<file path="src/rtl/result_drain.sv">
// Drains the 4x4 C result matrix from the controller after each done edge and
// streams it row-major over valid/ready, using a small credit-managed FIFO.
module result_drain #(
    parameter int DATA_W     = 16,
    parameter int ADDR_W     = 5,
    parameter int N_ELEMS    = 16,
    parameter int BASE_ADDR  = 0,
    parameter int FIFO_DEPTH = 4
) (
    input  logic              clk,
    input  logic              rst_n,
    input  logic              done,
    output logic [ADDR_W-1:0] read_addr_C,
    input  logic [DATA_W-1:0] read_data_C,
    output logic [DATA_W-1:0] out_data,
    output logic [3:0]        out_index,
    output logic              out_last,
    output logic              out_valid,
    input  logic              out_ready,
    output logic              busy,
    output logic              drain_done,
    output logic              overrun
);

    localparam int CNT_W = $clog2(N_ELEMS + 1);
    localparam int PTR_W = $clog2(FIFO_DEPTH);
    localparam int OCC_W = $clog2(FIFO_DEPTH + 1) + 1;
    localparam logic [CNT_W-1:0] LAST_CNT = CNT_W'(N_ELEMS - 1);
    localparam logic [3:0]       LAST_IDX = 4'(N_ELEMS - 1);
    localparam logic [OCC_W-1:0] DEPTH_C  = OCC_W'(FIFO_DEPTH);

    typedef enum logic [1:0] {
        IDLE,
        ISSUE,
        FLUSH
    } state_t;

    state_t              state_q, state_d;
    logic                done_q;
    logic [CNT_W-1:0]    issue_cnt_q, issue_cnt_d;
    logic                inflight_q, inflight_d;
    logic [3:0]          inflight_idx_q, inflight_idx_d;
    logic [ADDR_W-1:0]   addr_q, addr_d;
    logic                overrun_q, overrun_d;
    logic [PTR_W-1:0]    wr_ptr_q, wr_ptr_d;
    logic [PTR_W-1:0]    rd_ptr_q, rd_ptr_d;
    logic [OCC_W-1:0]    fifo_cnt_q, fifo_cnt_d;
    logic [DATA_W-1:0]   mem_data_q [FIFO_DEPTH];
    logic [3:0]          mem_idx_q  [FIFO_DEPTH];
    logic [FIFO_DEPTH-1:0] mem_last_q;

    logic             start;
    logic             credit;
    logic             issue;
    logic             push;
    logic             pop;
    logic             fin;
    logic [CNT_W-1:0] cur_cnt;

    always_comb begin
        start   = done && !done_q;
        // In IDLE the first read goes out in the start cycle itself, always element 0
        cur_cnt = (state_q == ISSUE) ? issue_cnt_q : '0;
        // Credit ignores a same-cycle pop so a stalled consumer can never overflow us
        credit  = (fifo_cnt_q + OCC_W'(inflight_q)) < DEPTH_C;
        fin     = (state_q == FLUSH) && !inflight_q && (fifo_cnt_q == '0);

        issue       = 1'b0;
        state_d     = state_q;
        issue_cnt_d = issue_cnt_q;
        overrun_d   = overrun_q;

        case (state_q)
            IDLE: begin
                if (start) begin
                    issue     = 1'b1;
                    overrun_d = 1'b0;
                end
            end
            ISSUE: begin
                issue = credit;
                if (start) overrun_d = 1'b1;
            end
            FLUSH: begin
                if (start) overrun_d = 1'b1;
            end
            default: begin
                state_d = IDLE;
            end
        endcase

        if (issue) begin
            issue_cnt_d = cur_cnt + CNT_W'(1);
            state_d     = (cur_cnt == LAST_CNT) ? FLUSH : ISSUE;
        end
        if (fin) begin
            state_d     = IDLE;
            issue_cnt_d = '0;
        end

        read_addr_C    = issue ? (ADDR_W'(BASE_ADDR) + ADDR_W'(cur_cnt)) : addr_q;
        addr_d         = read_addr_C;
        inflight_d     = issue;
        inflight_idx_d = issue ? 4'(cur_cnt) : inflight_idx_q;

        push       = inflight_q;
        out_valid  = (fifo_cnt_q != '0);
        pop        = out_valid && out_ready;
        wr_ptr_d   = push ? (wr_ptr_q + PTR_W'(1)) : wr_ptr_q;
        rd_ptr_d   = pop  ? (rd_ptr_q + PTR_W'(1)) : rd_ptr_q;
        fifo_cnt_d = fifo_cnt_q + OCC_W'(push) - OCC_W'(pop);

        out_data   = mem_data_q[rd_ptr_q];
        out_index  = mem_idx_q[rd_ptr_q];
        out_last   = mem_last_q[rd_ptr_q];
        busy       = (state_q != IDLE);
        drain_done = fin;
        overrun    = overrun_q;
    end

    always_ff @(posedge clk or negedge rst_n) begin
        if (!rst_n) begin
            state_q        <= IDLE;
            done_q         <= 1'b0;
            issue_cnt_q    <= '0;
            inflight_q     <= 1'b0;
            inflight_idx_q <= '0;
            addr_q         <= ADDR_W'(BASE_ADDR);
            overrun_q      <= 1'b0;
            wr_ptr_q       <= '0;
            rd_ptr_q       <= '0;
            fifo_cnt_q     <= '0;
            mem_last_q     <= '0;
            for (int i = 0; i < FIFO_DEPTH; i++) begin
                mem_data_q[i] <= '0;
                mem_idx_q[i]  <= '0;
            end
        end else begin
            state_q        <= state_d;
            done_q         <= done;
            issue_cnt_q    <= issue_cnt_d;
            inflight_q     <= inflight_d;
            inflight_idx_q <= inflight_idx_d;
            addr_q         <= addr_d;
            overrun_q      <= overrun_d;
            wr_ptr_q       <= wr_ptr_d;
            rd_ptr_q       <= rd_ptr_d;
            fifo_cnt_q     <= fifo_cnt_d;
            // Read data lands one cycle after its address and is tagged with its element index
            if (push) begin
                mem_data_q[wr_ptr_q] <= read_data_C;
                mem_idx_q[wr_ptr_q]  <= inflight_idx_q;
                mem_last_q[wr_ptr_q] <= (inflight_idx_q == LAST_IDX);
            end
        end
    end

endmodule
</file>
<file path="config.mk">
export PLATFORM = sky130hd
export DESIGN_NAME = result_drain
export DESIGN_NICKNAME = d
export VERILOG_FILES = /design/src/rtl/result_drain.sv
export SDC_FILE = /design/constraint.sdc
export NUM_CORES = 1
export LEC_CHECK = 0
export BUFFER_PORTS_ARGS = -buffer_cell sky130_fd_sc_hd__buf_4
export CAP_MARGIN = 40
export CORE_MARGIN = 2
export CORE_UTILIZATION = 40
export CTS_BUF_LIST = sky130_fd_sc_hd__clkbuf_16
export DETAILED_ROUTE_END_ITERATION = 8
export GPL_TIMING_DRIVEN = 0
export PLACE_DENSITY = 0.59
export SKIP_LAST_GASP = 1
export SYNTH_ARGS = -nofsm -noshare
export SYNTH_HDL_FRONTEND = slang
export SYNTH_SLANG_ARGS = --single-unit
</file>
<file path="constraint.sdc">
create_clock -name clk -period 6.1 [get_ports clk]
set_input_delay 0.305 -clock clk [delete_from_list [all_inputs] [get_ports clk]]
set_output_delay 0.305 -clock clk [all_outputs]
set_load 0.02 [all_outputs]
</file>
==> metrics.txt <==
status completed; leakage power about 2.6 nW; Syn Inst Count 334; smallest hold slack 0.0722 ns; clk_lat worst skew roughly 0.34 ns; worst vdd ir roughly 0.00019 V; Post-Route Setup TNS 0 ns; Post-CTS Setup Inserts 0; final cycle utilization of the critical path around 45%; Final Non-Filler Cells around 570; Syn Area/Cell 14.9 um2; Post-Route Skew 0.00464 ns; Rel. slew slack between 40% and 50%; P_int ~0.0023 W; unrepaired setup endpoints after global routing false; grt ovf 0; Die Y-Extent 116 um; DRC Markers 0; Arrival @ worst endpoint 2.45 ns; Max FO, Critical Path 10; die area between 0.01 and 0.015 mm2; vias in the first global route just under 3,000; dpl cells ~550; Detail Route Antenna Nets 0; clock buffer depth 2; syn nets ~370; drt first-iter violations around 120; CTS root buf clkbuf_16; via count 2,849; Vias/cell between 5 and 6; slew of the pin with the lowest slew margin 0.750 ns; Reg clk slew, reported paths 0.07 ns; Final Hold Vio Count 0; core area approximately 0.012 mm2; Routability Congestion 0.769; Final WS setup approximately 3.3 ns; Maximum Capacitance Violations 0; io pins 50; Unique masters post-synth 37; crit path kind flop to output pin; Pins Over Slew Limit 0; antenna violations before repair 0; Max H-tree Level 3; sequential share of the synthesized area a little under three fifths; nets 430; CP startpoint kind flop; die width about 120 um; sequential group share of total power between 30% and 40%; Placement Setup Slack between 3 and 4 ns; worst hold path type primary input to flop; PD cells around 580 mW/mm2; total wire length a little over 9 mm; post-synthesis instance area between 0.004 and 0.005 mm2; first-pass GRT wire length approximately 15 mm; Fillers approximately 1,100; first drt pass iteration count 3; Synth Register Bits 111; final worst path period need roughly 2.8 ns; clk sink count 111; CTS buffer count 9; YS warnings 0; multi-input logic area between 0.002 and 0.0025 mm2; Initial Utilization 41.2%; switching fraction of total power around a third; GRT Total Usage 15.0%; ant diodes 0; clock tree from TritonCTS done; Cell Rows 40; switching power 0.00116 W; crit end category output pin; share of cells above drive strength 1 46.4%; endpoints failing setup 0; Critical Path RT between 5 and 6 ns; DP HPWL 6.13 mm; largest net degree at the start of global routing between 60 and 70; Area growth, synth to finish 18.7%; clock power share between 10% and 20%; mean routed wirelength per cell around 16 um; Fmax ~360 MHz; IO Port Bufs just under 50; register cell area after layout 0.00278 mm2; Gate power share between 40 and 50%
## critical path, cell delays in order, from the launching register on
cell     delay, ns
dfrtp_1       0.38
ha_1          0.24
ha_1          0.25
nor2_1        0.19
a21oi_2       0.07
o311a_4       0.35
buf_2         0.19
a22o_1        0.26
buf_4         0.16
## cell usage after synthesis (all sizes together)
library cell / instances / area (um2)
and3: 2 / 12.5
nand3: 3 / 15.0
mux2i: 2 / 20.0
a22o: 8 / 70.1
nor2b: 1 / 6.26
a21oi: 4 / 23.8
or4: 1 / 11.3
nand4: 2 / 12.5
o21ai: 6 / 30.0
mux4: 21 / 473
xor2: 3 / 26.3
clkbuf: 1 / 3.75
nor2: 8 / 37.5
nor3: 1 / 5.00
or2: 1 / 6.26
ha: 14 / 175
a21o: 1 / 7.51
o311a: 1 / 21.3
xnor2: 4 / 35.0
nand2b: 2 / 12.5
inv: 11 / 43.8
nand2: 17 / 63.8
and2: 5 / 31.3
a211oi: 3 / 22.5
a22oi: 1 / 7.51
buf: 14 / 68.8
dfrtp: 111 / 2780
or3: 2 / 12.5
o211ai: 1 / 7.51
nor3b: 1 / 18.8
a311oi: 1 / 8.76
a31oi: 1 / 6.26
mux2: 80 / 901
## placed cells by master, fill, tap and decap left out, types with 3 or more instances in the layout
master     netlist  routed
xnor2_1          4       4
clkbuf_16        0       9
dfrtp_1        111     111
buf_2           13      13
and2_1           5       5
mux4_2          21      21
nand3_1          3       3
ha_1            14      14
xor2_1           3       3
a22o_1           8       8
nor2_1           7       7
o21ai_0          6       6
nand2_1         17      17
mux2_2          80      80
a211oi_1         3       3
inv_1           10      11
buf_4            0      49
a21oi_1          3       3
## through the flow
| step | utilization [%] | area [um2] | power (W) |
|---|---|---|---|
| 5_1_grt | 49.0 | 5900 | 0.00364 |
| 3_3_place_gp | 46.0 | 5550 | 0.00279 |
| 2_1_floorplan | - | 4970 | 0.00234 |
| 4_1_cts | 49.0 | 5900 | 0.00347 |
| 3_5_place_dp | 46.3 | 5580 | 0.00283 |
| 6_report | 49.0 | 5900 | 0.00341 |
## area by class of cell
cell class | count | area share (%)
multi-input combinational | 197 | 35.2
tap | 168 | 3.56
clock buffer | 9 | 3.81
inverter | 11 | 0.742
timing repair buffer | 51 | 6.87
sequential | 111 | 47.0
clock inverter | 7 | 1.50
buffer | 15 | 1.23
## registers in the layout, summed over array words and instances (netlist names)
signal	cells
issue_cnt_q	5
mem_last_q	4
addr_q	5
rd_ptr_q	2
state_q	2
mem_idx_q	16
mem_data_q	64
done_q	1
overrun	1
inflight_idx_q	4
inflight_q	1
wr_ptr_q	2
fifo_cnt_q	4
## power by group through the flow
stage / sequential [W] / combinational (W) / clock, W
floorplan: 0.00123 / 0.00111 / 0
global placement: 0.00128 / 0.00151 / 0
detailed placement: 0.00129 / 0.00154 / 0
CTS: 0.00128 / 0.00155 / 0.000643
global route: 0.00132 / 0.00165 / 0.000672
finish: 0.00128 / 0.00152 / 0.000616
## worst paths after layout
kind                                           start                    endpoint  slack [ns]  cells after the start
max                             inflight_q$_DFF_PN0_              read_addr_C[2]        3.35                      8
min                                             done            done_q$_DFF_PN0_        0.07                      1
max reg2reg                  fifo_cnt_q[3]$_DFF_PN0_     fifo_cnt_q[3]$_DFF_PN0_        3.89                      8
min reg2reg                mem_last_q[3]$_DFFE_PN0P_   mem_last_q[3]$_DFFE_PN0P_        0.48                      2
max in group asynchronous                      rst_n      state_q[0]$_DFFE_PN0P_        4.86                      3
min in group asynchronous                      rst_n  mem_data_q[25]$_DFFE_PN0P_        0.51                      2
## logic make-up (layout without fill, tap and decap cells)
logic type / count (synthesis) / count (layout) / share of synthesized area [%]
flops: 111 / 111 / 55.8
mux: 103 / 103 / 28.0
simple gates: 46 / 46 / 4.93
compound gates: 27 / 27 / 4.13
buf+inv: 26 / 93 / 2.34
fa+ha+maj: 14 / 14 / 3.52
xor+xnor: 7 / 7 / 1.23
## routing by layer
layer	wire, um	global-route usage (%)	vias to the layer above
met1	4560	20.7	1466
met4	97	4.10	0
met2	4280	23.4	38
met3	297	4.13	9
li1	-	-	1336
met5	0	0	-
## what timing repair did
action | in CTS | in global routing
hold buffers | 1 | 0
endpoints found under the hold margin | 46 | 0
resized for setup | 0 | 0
No activity file was read; power rests on OpenSTA's default activity.
